===== src/rtl/vc_test_rand_delay_queue.sv =====
// FIFO whose head message is held for a pseudo-random 0..p_max_delay cycles before it is offered.
// Defining VC_TEST_RAND_DELAY_QUEUE_STATS_EN adds enqueue/dequeue statistics counters.
module vc_test_rand_delay_queue #(
  parameter int          p_msg_sz      = 8,
  parameter int          p_num_entries = 4,
  parameter int          p_max_delay   = 0,
  parameter logic [15:0] p_seed        = 16'hace1
) (
  input  logic                clk,
  input  logic                reset,
  input  logic                in_val,
  output logic                in_rdy,
  input  logic [p_msg_sz-1:0] in_msg,
  output logic                out_val,
  input  logic                out_rdy,
  output logic [p_msg_sz-1:0] out_msg
`ifdef VC_TEST_RAND_DELAY_QUEUE_STATS_EN
  ,
  output logic [31:0]         stat_enq_count,
  output logic [31:0]         stat_deq_count
`endif
);

  localparam int AW = (p_num_entries > 1) ? $clog2(p_num_entries) : 1;
  localparam int CW = $clog2(p_num_entries) + 1;
  localparam logic [CW-1:0] LAST_PTR = CW'(p_num_entries - 1);
  localparam logic [CW-1:0] FULL_CNT = CW'(p_num_entries);
  localparam logic [CW-1:0] ONE_CNT  = CW'(1);
  localparam logic [15:0]   DLY_MOD  = 16'(p_max_delay + 1);

  typedef enum logic [1:0] {EMPTY, WAIT, SEND} state_t;

  state_t              state_q, state_d;
  logic [CW-1:0]       count_q, count_d;
  logic [CW-1:0]       wr_ptr_q, wr_ptr_d;
  logic [CW-1:0]       rd_ptr_q, rd_ptr_d;
  logic [15:0]         dly_q, dly_d;
  logic [15:0]         lfsr_q, lfsr_d;
  logic [p_msg_sz-1:0] mem_q [p_num_entries];

  logic        enq;
  logic        deq;
  logic        load;
  logic [15:0] new_dly;
  logic        lfsr_fb;
  logic        unused_ptr_msb;

  assign in_rdy  = (count_q != FULL_CNT);
  assign out_val = (state_q == SEND);
  assign enq     = in_val && in_rdy;
  assign deq     = out_val && out_rdy;
  assign out_msg = mem_q[rd_ptr_q[AW-1:0]];
  assign new_dly = lfsr_q % DLY_MOD;
  assign lfsr_fb = lfsr_q[15] ^ lfsr_q[13] ^ lfsr_q[12] ^ lfsr_q[10];

  // Pointers wrap at the queue depth, so their top bit never carries information.
  assign unused_ptr_msb = wr_ptr_q[CW-1] ^ rd_ptr_q[CW-1];

  always_comb begin
    wr_ptr_d = wr_ptr_q;
    rd_ptr_d = rd_ptr_q;
    count_d  = count_q;
    if (enq) wr_ptr_d = (wr_ptr_q == LAST_PTR) ? '0 : wr_ptr_q + ONE_CNT;
    if (deq) rd_ptr_d = (rd_ptr_q == LAST_PTR) ? '0 : rd_ptr_q + ONE_CNT;
    case ({enq, deq})
      2'b10:   count_d = count_q + ONE_CNT;
      2'b01:   count_d = count_q - ONE_CNT;
      default: count_d = count_q;
    endcase
  end

  // A delay is drawn whenever a new message becomes the head of the queue.
  always_comb begin
    state_d = state_q;
    dly_d   = dly_q;
    lfsr_d  = lfsr_q;
    load    = 1'b0;
    case (state_q)
      EMPTY: begin
        if (enq) load = 1'b1;
      end
      WAIT: begin
        if (dly_q <= 16'd1) begin
          state_d = SEND;
          dly_d   = 16'd0;
        end else begin
          dly_d = dly_q - 16'd1;
        end
      end
      SEND: begin
        if (deq) begin
          if ((count_q > ONE_CNT) || enq) load = 1'b1;
          else                            state_d = EMPTY;
        end
      end
      default: state_d = EMPTY;
    endcase
    if (load) begin
      dly_d   = new_dly;
      lfsr_d  = {lfsr_q[14:0], lfsr_fb};
      state_d = (new_dly == 16'd0) ? SEND : WAIT;
    end
  end

  always_ff @(posedge clk) begin
    if (reset) begin
      state_q  <= EMPTY;
      count_q  <= '0;
      wr_ptr_q <= '0;
      rd_ptr_q <= '0;
      dly_q    <= 16'd0;
      lfsr_q   <= p_seed;
    end else begin
      state_q  <= state_d;
      count_q  <= count_d;
      wr_ptr_q <= wr_ptr_d;
      rd_ptr_q <= rd_ptr_d;
      dly_q    <= dly_d;
      lfsr_q   <= lfsr_d;
    end
  end

  // Storage is deliberately left unreset; out_msg is only meaningful with out_val.
  always_ff @(posedge clk) begin
    if (enq) mem_q[wr_ptr_q[AW-1:0]] <= in_msg;
  end

`ifdef VC_TEST_RAND_DELAY_QUEUE_STATS_EN
  logic [31:0] stat_enq_q, stat_enq_d;
  logic [31:0] stat_deq_q, stat_deq_d;

  always_comb begin
    stat_enq_d = stat_enq_q;
    stat_deq_d = stat_deq_q;
    if (enq) stat_enq_d = stat_enq_q + 32'd1;
    if (deq) stat_deq_d = stat_deq_q + 32'd1;
  end

  always_ff @(posedge clk) begin
    if (reset) begin
      stat_enq_q <= 32'd0;
      stat_deq_q <= 32'd0;
    end else begin
      stat_enq_q <= stat_enq_d;
      stat_deq_q <= stat_deq_d;
    end
  end

  assign stat_enq_count = stat_enq_q;
  assign stat_deq_count = stat_deq_q;
`endif

endmodule


===== config.mk =====
export PLATFORM = sky130hd
export DESIGN_NAME = vc_test_rand_delay_queue
export DESIGN_NICKNAME = d
export VERILOG_FILES = /design/src/rtl/vc_test_rand_delay_queue.sv
export SDC_FILE = /design/constraint.sdc
export NUM_CORES = 1
export LEC_CHECK = 0
export CORE_UTILIZATION = 56
export CTS_BUF_LIST = sky130_fd_sc_hd__clkbuf_4 sky130_fd_sc_hd__clkbuf_8
export DETAILED_ROUTE_END_ITERATION = 8
export GPL_TIMING_DRIVEN = 0
export HOLD_SLACK_MARGIN = 0.05
export PLACE_DENSITY = 0.8
export SETUP_SLACK_MARGIN = 0.1
export SLEW_MARGIN = 20
export SYNTH_ARGS = -nofsm -noshare
export SYNTH_HDL_FRONTEND = slang
export SYNTH_SLANG_ARGS = --single-unit

===== constraint.sdc =====
create_clock -name clk -period 2.4 [get_ports clk]
set_input_delay 0.24 -clock clk [delete_from_list [all_inputs] [get_ports clk]]
set_output_delay 0.24 -clock clk [all_outputs]
set_load 0.1 [all_outputs]

### Yosys cells after proc, flatten, opt, wreduce, memory -nomap -nowiden

Memory sizes are Yosys's and may differ from the RTL's. A register that Yosys moved wholly into a read port is not among the register bits.
Cells that the tools add are included.
W data, S select, Z words.

* register bits after elaboration: 27
* latch bits: 0
* bits in writable memories: 32
* bits in read-only memories: 0
* bits of input ports: 12
* memories kept: 1

Memory list
* mem_q: depth 4, bits a word 8, read ports 1, clocked after Yosys merged registers in 1, wr ports 1, RTL line 39 `logic [p_msg_sz-1:0] mem_q [p_num_entries];`

* add/sub/neg operators: 5
* multiply operators: 0
* divide/modulo/power cells: 0
* magnitude comparators: 2
* eq/ne operators: 14
* shifts and indexed selects: 0
* mux-type cells: 16
* bitwise gates (word level): 1
* reductions and logical operators: 8

Operators with widths (number)
* $le A16 B1 Y1 const B: 1
* $mux W16: 1
* $sub A16 B1 Y16 const B: 1
* $mux W2: 6
* $add A3 B1 Y3 const B: 3
* $ne A3 B3 Y1 const B: 3
* $reduce_and A4 Y1: 2
* $eq A3 B2 Y1 const B: 2
* $mux W3: 2
* $ne A2 B2 Y1 const B: 3
* $pmux W2 S3: 1
* $pmux W3 S2: 1
* $eq A2 B1 Y1 const B: 2
* $eq A2 B2 Y1 const B: 2
* $mux W1: 4
* $gt A3 B1 Y1 const B: 1
* $ne A3 B1 Y1 const B: 1
* $sub A3 B1 Y3 const B: 1
* $logic_and A1 B1 Y1: 2
* $logic_not A2 Y1: 1
* $ne A2 B1 Y1 const B: 1
* $pmux W1 S2: 1
* $reduce_bool A2 Y1: 1
* $reduce_or A2 Y1: 1
* 2 further kinds: 2

### Logic depth before layout (Yosys ltp)

* depth after elaboration: 8
* depth in mapped cells: 8
* mapped depth without buffers: 8

### Worst setup path before layout

Ideal clock, no wire load.

* path kind: reg-to-reg
* start: register state_q[1]
* end: register count_q[2]
* library setup time: 70 ps
* data arrival time: 2032 ps
* setup slack: 298 ps
* stages on the path, launching flop included: 6
* buffers on the path: 0
* clock period less this slack: 2102 ps
* path through: dfxtp_1 nand2_1 inv_1 ha_1 or3_1 a21oi_1

* cells in the longest elaborated chain, start to end: 4

Ends and longest elaborated chain
* start: declaration: RTL line 33 `state_t state_q, state_d;`
* start signal: assignment: RTL line 114 `state_q <= state_d;`
* $eq A2 B2 Y1 *: RTL line 49 `assign out_val = (state_q == SEND);`
* $logic_and A1 B1 Y1 *: RTL line 51 `assign deq = out_val && out_rdy;`
* $eq A2 B1 Y1 / $eq A2 B2 Y1 (equally long branches): RTL line 65 `case ({enq, deq})`
* $pmux W3 S2 / $reduce_bool A2 Y1 (equally long branches)
* end signal: assignment: RTL line 115 `count_q <= count_d;`
* end: declaration: RTL line 34 `logic [CW-1:0] count_q, count_d;`

Every way passes the cells marked *; elsewhere a longest branch is shown, timed or not.
A chain may end at the register's enable or synchronous reset.

### Final worst setup path

* start: register count_q[0]
* end: output in_rdy

* cells in the longest elaborated chain, start to end: 1

Ends and longest elaborated chain
* $ne A3 B3 Y1: RTL line 48 `assign in_rdy = (count_q != FULL_CNT);`
* end: declaration: RTL line 12 `output logic in_rdy,`

No other way between the ends.

==> out/summary.txt <==
status -> finished, final reports clean
vias in the first global route -> 968
Reg power frac -> 56.9%
Period minus WS final -> 2210 ps
CP Max Fanout -> 5
Starting Density -> 58.4%
max incr delay on CP -> 810 ps
top-count cell post-synth -> edfxtp_1
Synth Warn # -> 0
largest cells by area after synthesis -> edfxtp_1 (54%), dfxtp_1 (14%), mux4_2 (10%)
Sw Share -> 29.1%
CP bufs+invs -> 2
initial drt markers -> 29
DR DRC count -> 0
metal3 WL -> 108 microns
Critical Path End Type -> output pin
# diodes -> 0
Clock Sink Count -> 44
Tot Pwr -> 1.54 mW
EDFF count, synth -> 32
Synth area leader -> edfxtp_1
CP top delay family -> buffers and inverters
Post-DP HPWL -> 1870 microns
Final WS setup -> 191 ps
initial antenna violation count -> 0
Syn Nets -> 130
commonest cells in the netlist -> edfxtp_1 (32), dfxtp_1 (12), ha_1 (10), mux4_2 (8), a21oi_1 (7)
wire per inst -> 14.6 microns
Avg Inst Size Synth -> 16.4 sq um
gr ovfl total -> 0
Post-Syn Area -> 0.00177 sq mm
Total Routing Usage GR -> 18.8%
crit path max-delay cell type -> clkdlybuf4s15_1
Max VDD drop -> 0.000418 V
area occupied by multi-input gates -> 526 sq um
Die H -> 58.2 microns
period utilisation layout -> 92.0%
RSZ-0062 raised after global routing -> no
Max-slew headroom -> 35.7%
first-pass GRT wire length -> 4440 microns
post-synth cell types -> 23
H-tree depth -> 2
Clock Pin Slew Worst Setup and Hold Paths -> 100 ps
Fmax -> 453 MHz
layout cells sized above 1 -> 19.9%
DRT Pass-1 Iters -> 4
Tightest Pin Transition -> 961 ps
Vias -> 928
# rows -> 20
DR top layer -> met4
FFs w/ async S/R, synth -> 0%
worst endpoint required time -> 2160 ps
Top FF cell, synth -> edfxtp_1
Internal -> 1.09 mW
WL met1 -> 1140 microns
max-capacitance violation count -> 0
Post-Syn Instances -> 108
startpoint class of the critical path -> register
final hold vios -> 0
Die Width -> 58.2 microns
critical path arrival -> 1970 ps
CTS tree -> done
Sequential cell area -> 0.00120 sq mm
Root Driver -> clkbuf_4
CTS Hold Bufs -> 0
Crit Path Class -> reg -> out
placed cell area -> 0.00202 sq mm
worst hold path class -> in -> reg
Port Buffers -> 20
Slew Limit Fails -> 0
Synth top area share -> 54.4%
cts bufs inserted -> 5
setup TNS -> 0 ps
DR vias/cell -> 5.16
worst-path cell chain -> inv_1 -> ha_1 -> nand2_1 -> clkdlybuf4s15_1
Final Net Count -> 157
CTS Buffer Depth -> 2
largest net degree at the start of global routing -> 14
fill count -> 218
die area -> 0.00339 sq mm
leak pwr -> 0.738 nW
Routability Congestion -> 0.721
Setup Skew -> 13.6 ps
fin area -> 0.00209 sq mm
Routed WL -> 2640 microns
core box area -> 0.00303 sq mm
num ports -> 22
Clk pwr share -> 22.5%
Worst-Skew Late Latency -> 340 ps
FF+latch count, synth -> 44
Post-Place Worst Slack -> 26.2 ps
Switching Power -> 0.448 mW
Combinational Power Share -> 20.6%
wire length on met2 -> 1370 microns
Area Growth Syn to Fin -> 18.3%
sequential area share after synthesis -> 67.9%
final setup fails -> 0
Post-DRT Antenna Nets -> 0
P per Cell Area -> 736 mW/mm^2
[placed cells by master (no fill, tap or decap), types with 2 or more instances in the layout]
cell / n
a21oi_1: 7
and2_1: 4
clkbuf_1: 2
clkbuf_4: 7
clkdlybuf4s15_2: 8
clkdlybuf4s50_1: 11
dfxtp_1: 12
edfxtp_1: 32
ha_1: 10
inv_1: 6
mux4_2: 8
nand2_1: 6
nand2b_1: 3
nand3_1: 2
nor2_1: 2
o21ai_0: 2
or3_1: 2
xor2_1: 2
[flip-flops by register name (all words and copies together), names as in the netlist, named ones only]
| register | flops |
|---|---|
| wr_ptr_q | 3 |
| state_q | 1 |
| rd_ptr_q | 3 |
| count_q | 3 |
| mem_q | 32 |
[metrics by stage]
step                      hold WS (ps)  std cells  util (%)
after floorplan                    339        108         -
after global placement             438        172      66.8
after detailed placement           441        172      66.8
after CTS                          278        180      69.0
after global routing               316        180      69.0
final                              289        180      69.0
[area by class of cell]
class                      instances  share of cell area, %
buffer                             3                  0.898
clock buffer                       7                   2.51
clock inverter                     1                  0.239
inverter                           6                   1.08
multi-input combinational         55                   25.1
sequential                        44                   57.5
tap                               44                   2.63
timing repair buffer              20                   10.1
[cell families (layout without fill, tap and decap cells)]
family / Yosys count / count (layout) / share of synthesized area (%)
simple gates: 22 / 22 / 6.72
xor+xnor: 2 / 2 / 0.991
buf+inv: 9 / 37 / 2.34
flops: 44 / 44 / 67.9
mux: 9 / 9 / 10.8
compound gates: 12 / 12 / 4.18
fa+ha+maj: 10 / 10 / 7.08
[final timing paths]
check              start     endpoint  slack [ps]  cells after the start
max           count_q[0]       in_rdy         190                      4
max reg2reg   count_q[0]   count_q[2]         290                      7
min reg2reg  rd_ptr_q[2]  rd_ptr_q[2]         460                      2
min                reset   count_q[0]         290                      2
[layer usage]
layer	global-route usage, %	up-vias
li1	-	452
met1	20.7	454
met2	32.5	20
met3	7.59	2
met4	7.14	0
met5	0	-
[power groups by stage]
stage / Combinational (mW) / Clock, mW / Sequential [mW]
floorplan: 0.236 / 0 / 0.899
global placement: 0.317 / 0 / 0.891
detailed placement: 0.325 / 0 / 0.894
CTS: 0.320 / 0.359 / 0.876
global route: 0.340 / 0.387 / 0.880
finish: 0.317 / 0.347 / 0.876
[what timing repair did]
action | CTS | global route
endpoints found under the hold margin | 0 | 0
buffers inserted | 0 | 0
setup endpoints to repair | 9 | 1
resized for setup | 25 | 1
pin swaps | 0 | 0
cloned | 0 | 0
Power figures use the tool's default switching activity.
